### config.mk
export PLATFORM = sky130hd
export DESIGN_NAME = mux_21_rr_sel
export DESIGN_NICKNAME = d
export VERILOG_FILES = /design/src/rtl/mux_21_rr_sel.sv
export SDC_FILE = /design/constraint.sdc
export NUM_CORES = 1
export LEC_CHECK = 0
export ABC_AREA = 1
export BUFFER_PORTS_ARGS = -buffer_cell sky130_fd_sc_hd__buf_4
export CORE_AREA = 4 4 41 43
export DETAILED_ROUTE_END_ITERATION = 8
export DIE_AREA = 0 0 45 47
export PLACE_DENSITY_LB_ADDON = 0.15
export SYNTH_ARGS = -nofsm -noshare
export SYNTH_HDL_FRONTEND = slang
export SYNTH_SLANG_ARGS = --single-unit
### constraint.sdc
create_clock -name clk -period 1.9 [get_ports clk]
set_clock_uncertainty 0.2 [all_clocks]
set_input_delay 0.38 -clock clk [delete_from_list [all_inputs] [get_ports clk]]
set_output_delay 0.38 -clock clk [all_outputs]
set_load 0.03 [all_outputs]
### src/rtl/mux_21_rr_sel.sv
// Round-robin select generator for a 2:1 dataflow mux.
// Grants one of two level-sensitive requesters for up to BURST beats, then
// hands ownership to the other source if it is waiting. Drives the mux
// select, a one-hot grant and beat framing (busy/last).
//
// state | meaning
// IDLE  | no owner, gnt=00, s holds previous owner's index
// OWN0  | source 0 owns the mux, gnt=01
// OWN1  | source 1 owns the mux, gnt=10
module mux_21_rr_sel #(
  parameter int BURST = 4,
  parameter int CW    = 8
) (
  input  logic       clk,
  input  logic       rst,
  input  logic [1:0] req,
  output logic       s,
  output logic [1:0] gnt,
  output logic       busy,
  output logic       last
);

  typedef enum logic [1:0] {
    IDLE = 2'b00,
    OWN0 = 2'b01,
    OWN1 = 2'b10
  } state_t;

  localparam logic [CW-1:0] CNT_MAX = CW'(BURST - 1);

  state_t          state;
  logic [CW-1:0]   cnt;
  logic            ptr;
  logic            at_max;
  logic            rel;
  logic            arb;
  logic            win;

  assign gnt    = state;
  assign busy   = (state != IDLE);
  assign at_max = (cnt == CNT_MAX);
  assign last   = busy & at_max;

  // Release on the final beat of a full burst or when the owner drops its request.
  assign rel = busy & (at_max | ~req[s]);
  assign arb = ~busy | rel;

  // Contention goes to the source that did not win most recently.
  assign win = (req == 2'b11) ? ~ptr : req[1];

  // Ownership, beat counter and select update; s only moves on a new grant.
  always_ff @(posedge clk) begin
    if (rst) begin
      state <= IDLE;
      cnt   <= '0;
      ptr   <= 1'b1;
      s     <= 1'b0;
    end else if (arb) begin
      cnt <= '0;
      if (req == 2'b00) begin
        state <= IDLE;
      end else begin
        state <= win ? OWN1 : OWN0;
        s     <= win;
        ptr   <= win;
      end
    end else begin
      cnt <= cnt + CW'(1);
    end
  end

endmodule

; Word-level counts from Yosys, hierarchy flattened
; Index checks and enable logic that the tools add are counted.
[word_totals]
register_bits = 12
output_inout_bits = 5
elab_cells = 25
[classes]
addsub = 1
magnitude_cmp = 1
n_eq_ne = 2
muxes = 5
bitwise = 8
n_reduce_logical = 4
[ops]
columns = cell, n
row1 = $add 8x1->8 const B, 1
row2 = $eq 8x2->1 const B, 1
row3 = $mux 2, 2
row4 = $not 1->1, 4
row5 = $mux 1, 3
row6 = $and 1x1->1, 2
row7 = $eq 2x2->1 const B, 1
row8 = $logic_not 2->1, 1
row9 = $lt 1x2->1 const B, 1
row10 = $or 1x1->1, 2
row11 = $reduce_and 2->1, 1
row12 = $reduce_bool 2->1, 1
row13 = $reduce_or 2->1, 1

; Longest topological paths before layout
[depth]
depth_word = 7
depth_mapped = 8
mapped_depth_nobuf = 8

; Worst setup path before layout
; No wires, ideal clock.
[synth_timing]
path_kind = flip-flop to output port
startpoint = reg cnt[0]
endpoint = out last
t_arrival_ps = 1187
path_slack_ps = 133
path_stages_with_launch = 6
n_path_buf = 0
cell_sequence = dfxtp_1 -> ha_1 -> nand2_1 -> nor2_2 -> nand2_2 -> nor2_1
[synth_via]
elab_chain_len = 2
[synth_rtl]
columns = element, line
row1 = "start, declared", 32  ; logic [CW-1:0] cnt;
row2 = "start signal, assigned", 68  ; cnt <= cnt + CW'(1);
row3 = $eq 8x2->1, 41  ; assign at_max = (cnt == CNT_MAX);
row4 = $and 1x1->1, 42  ; assign last = busy & at_max;
row5 = "end, declared", 20  ; output logic last
; No other way between the ends.

; Final worst setup path
; Ends and elaborated chain as after synthesis.

==> flow_metrics.py <==
metrics = {
    "route": {
        "first_pass_iters": 4,
        "postRouteWirelength_um": 962,
        "drt_first_iter_violations": 11,
        "viasPerCell": 4.72,
        "detailroute.via_count": 505,
        "ant_nets": 0,
        "drc_violations_left": 0,
        "detail_route.wl_per_cell_um": 8.99,
    },
    "final_layout": {
        "final-seq-area_um2": 245,
        "final.fill_count": 133,
        "insertedDiodeCount": 0,
        "finish.cell_count_without_fillers": 107,
        "multi_input_area_um2": 307,
        "drive_gt1_share_pct": 31.5,
        "fin_nets": 99,
        "area_growth_syn_to_layout_pct": 22.1,
    },
    "synthesis": {
        "ys.warnings.count": 0,
        "synth_sequential_area_ratio_pct": 41.1,
        "syn-mean-instance-area_um2": 7.30,
        "synthAdderAreaFrac_pct": 2.14,
        "postSynthNetCount": 85,
        "postSynthCellCount": 80,
        "ys_seq_elements": 12,
        "synth_mux_area_share_pct": 0,
        "yosys.area_share.simple_pct": 39.8,
        "syn_std_cell_area_um2": 584,
        "synth_compound_gate_area_share_pct": 4.93,
        "netlist-cell-type-count": 17,
        "synth-xor-area-share_pct": 3.00,
        "synth_top_family_by_area": "simple AND/OR/NAND/NOR gates",
    },
    "sta": {
        "max_slew.worst_pin.slew_ns": 0.294,
        "totalNegativeSetupSlack_ns": 0,
        "relSlewSlack_pct": 80.3,
        "finalSetupViolations": 0,
        "timing.final.max_slew_violations": 0,
        "period_share_pct": 94.9,
        "grt_setup_unrepaired": "false",
        "finalWorstPathRequiredPeriod_ns": 1.80,
        "hold_viol_final": 0,
        "fin_worst_hold_slack_ns": 0.124,
        "finalWorstSetupSlack_ns": 0.0969,
        "max_freq_mhz": 555,
    },
    "critical_path": {
        "cp_data_required_time_ns": 1.32,
        "critical-path-max-stage-delay_ns": 0.36,
        "timing.critical_path.mode_cell": "sky130_fd_sc_hd__nand2_2",
        "crit_type": "flip-flop to output port",
        "critical_path_cell_list": "ha_4, nand2_2, nor2_2, nand2_2, nor2_1, buf_4",
        "critPathLaunchType": "flip-flop",
        "cp-end-kind": "output port",
        "path_max_fanout": 3,
        "critPathSlowestCell": "sky130_fd_sc_hd__dfxtp_4",
        "number_of_buffers_and_inverters_on_the_critical_path": 1,
        "worst_ep_arrival_time_ns": 1.22,
        "cpLargestDelayFamily": "flip-flops",
    },
    "floorplanning": {
        "core_area_um2": 1300,
        "chipHeight_um": 47,
        "io_pins": 9,
        "rows": 13,
        "initial_utilization_pct": 44.9,
        "dieArea_um2": 2120,
        "floorplan.die.width_um": 45,
    },
    "placed_design": {
        "dp_worst_setup_slack_ns": 0.228,
        "place_inst": 103,
        "dp.final_hpwl_um": 767,
        "gp_congestion": 0.714,
        "port_buffers": 8,
    },
    "pwr": {
        "power.ir.vdd_worst_mv": 0.355,
        "total_power_uw": 508,
        "cellPowerDensity_nw_per_um2": 712,
        "p_leak_nw": 0.316,
    },
    "clock_tree": {
        "cts.sinks": 12,
        "clk_latency_ns": 0.26,
        "cts_made_buffers": 3,
        "clkSlewWorstSetupHoldPaths_ns": 0.07,
        "clockBufferDepth": 2,
        "cts_htree_levels": 1,
        "tritoncts": "done",
        "cts_root_buffer": "sky130_fd_sc_hd__clkbuf_4",
    },
    "worst_hold_path": {
        "hp-class": "input port to flip-flop",
    },
    "grt": {
        "grt_first_pass_wirelength_um": 1710,
        "number_of_antenna_violations_at_the_first_check_in_global_routing": 0,
        "grt_pass1_vias": 458,
        "globalRoute.totalOverflow": 0,
        "grtUsageTotal_pct": 11.6,
        "largest_net_degree_at_the_start_of_global_routing": 10,
    },
    "flow_run": {
        "timing.max_cap.violations": 0,
    },
    "run_status": {
        "run_status": "completed",
    },
}
==> final timing paths <==
kind,end,from,slack [ns],depth (start not counted)
setup reg to reg,ptr,cnt[0],0.49,9
setup / recovery,last,cnt[0],0.1,6
hold reg to reg,cnt[0],cnt[0],0.24,1
hold / removal,ptr,rst,0.12,3
==> synth_stat cells <==
library cell | n | share of area [%]
sky130_fd_sc_hd__nand2_1 | 19 | 12
sky130_fd_sc_hd__dfxtp_1 | 12 | 41
sky130_fd_sc_hd__inv_1 | 12 | 7.7
sky130_fd_sc_hd__nor2_1 | 10 | 6.4
sky130_fd_sc_hd__nand3_1 | 6 | 5.1
sky130_fd_sc_hd__a21oi_1 | 4 | 3.4
sky130_fd_sc_hd__nand2_2 | 4 | 4.3
sky130_fd_sc_hd__inv_2 | 2 | 1.3
sky130_fd_sc_hd__nor2_4 | 2 | 3.9
sky130_fd_sc_hd__xor2_1 | 2 | 3.0
sky130_fd_sc_hd__a21oi_2 | 1 | 1.5
sky130_fd_sc_hd__ha_1 | 1 | 2.1
sky130_fd_sc_hd__nand3_4 | 1 | 3.0
sky130_fd_sc_hd__nand4_1 | 1 | 1.1
sky130_fd_sc_hd__nor2_2 | 1 | 1.1
sky130_fd_sc_hd__nor3_2 | 1 | 1.7
sky130_fd_sc_hd__or2_2 | 1 | 1.1
==> cells by family (layout without fill, tap and decap cells) <==
family,Yosys count,after routing
and+or+nand+nor,46,46
buffers and inverters,14,26
DFF,12,12
AOI/OAI and AO/OA,5,5
xor gates and xnor gates,2,2
adders and majority gates,1,1
==> worst register-to-register path, delay by kind of cell, from the launching register on <==
| kind | cells | cell delay, ns |
|---|---|---|
| adders and majority gates | 1 | 0.14 |
| and+or+nand+nor | 7 | 0.44 |
| buffers and inverters | 1 | 0.14 |
| DFF | 1 | 0.36 |
==> power by group <==
group	total (mW)	switching, mW	internal, mW
combinational	0.0870	0.0552	0.0318
sequential	0.269	0.00761	0.262
clock	0.152	0.0788	0.0731
==> cell type report <==
type	count	share of cell area, %
clock buffer	3	3.16
multi-input combinational	54	43.0
timing repair buffer	9	9.47
sequential	12	34.4
tap	15	2.63
inverter	14	7.37
==> per-layer routing <==
layer  track usage [%]  wire [um]  vias to the layer above
met1              12.2        448                      222
li1                  -          -                      272
met4              8.77         26                        0
met2              19.5        450                        7
met3              3.45         37                        4
met5                 0          0                        -
==> registers in the layout, indices dropped and copies added (netlist names) <==
register	cells
s	1
ptr	1
cnt	8
gnt	2
==> layout by cell type (no fill, tap or decap) <==
cell type / count
sky130_fd_sc_hd__nand2_1: 18
sky130_fd_sc_hd__inv_1: 12
sky130_fd_sc_hd__nor2_1: 10
sky130_fd_sc_hd__dfxtp_1: 10
sky130_fd_sc_hd__buf_4: 9
sky130_fd_sc_hd__nand3_1: 6
sky130_fd_sc_hd__nand2_2: 5
sky130_fd_sc_hd__a21oi_1: 4
sky130_fd_sc_hd__clkbuf_4: 3
sky130_fd_sc_hd__inv_2: 2
sky130_fd_sc_hd__nor2_4: 2
sky130_fd_sc_hd__xor2_1: 2
sky130_fd_sc_hd__nor2_2: 1
sky130_fd_sc_hd__nand3_4: 1
sky130_fd_sc_hd__a21oi_2: 1
sky130_fd_sc_hd__nor3_2: 1
sky130_fd_sc_hd__nand4_1: 1
sky130_fd_sc_hd__or2_2: 1
sky130_fd_sc_hd__ha_4: 1
sky130_fd_sc_hd__dfxtp_4: 1
sky130_fd_sc_hd__dfxtp_2: 1
==> metrics by stage <==
| stage | instance area, um^2 | utilization, % |
|---|---|---|
| global route | 713 | 54.8 |
| CTS | 698 | 53.7 |
| global placement | 663 | 51.0 |
| floorplan | 584 | - |
| finish | 713 | 54.8 |
| detailed placement | 663 | 51.0 |
==> timing repair <==
action,in CTS,in global routing
endpoints found under the setup margin,1,1
resized for setup,3,3
hold buffers,0,0
pin swaps,0,1
buffers inserted,1,0
(Power assumes the default switching activity.)
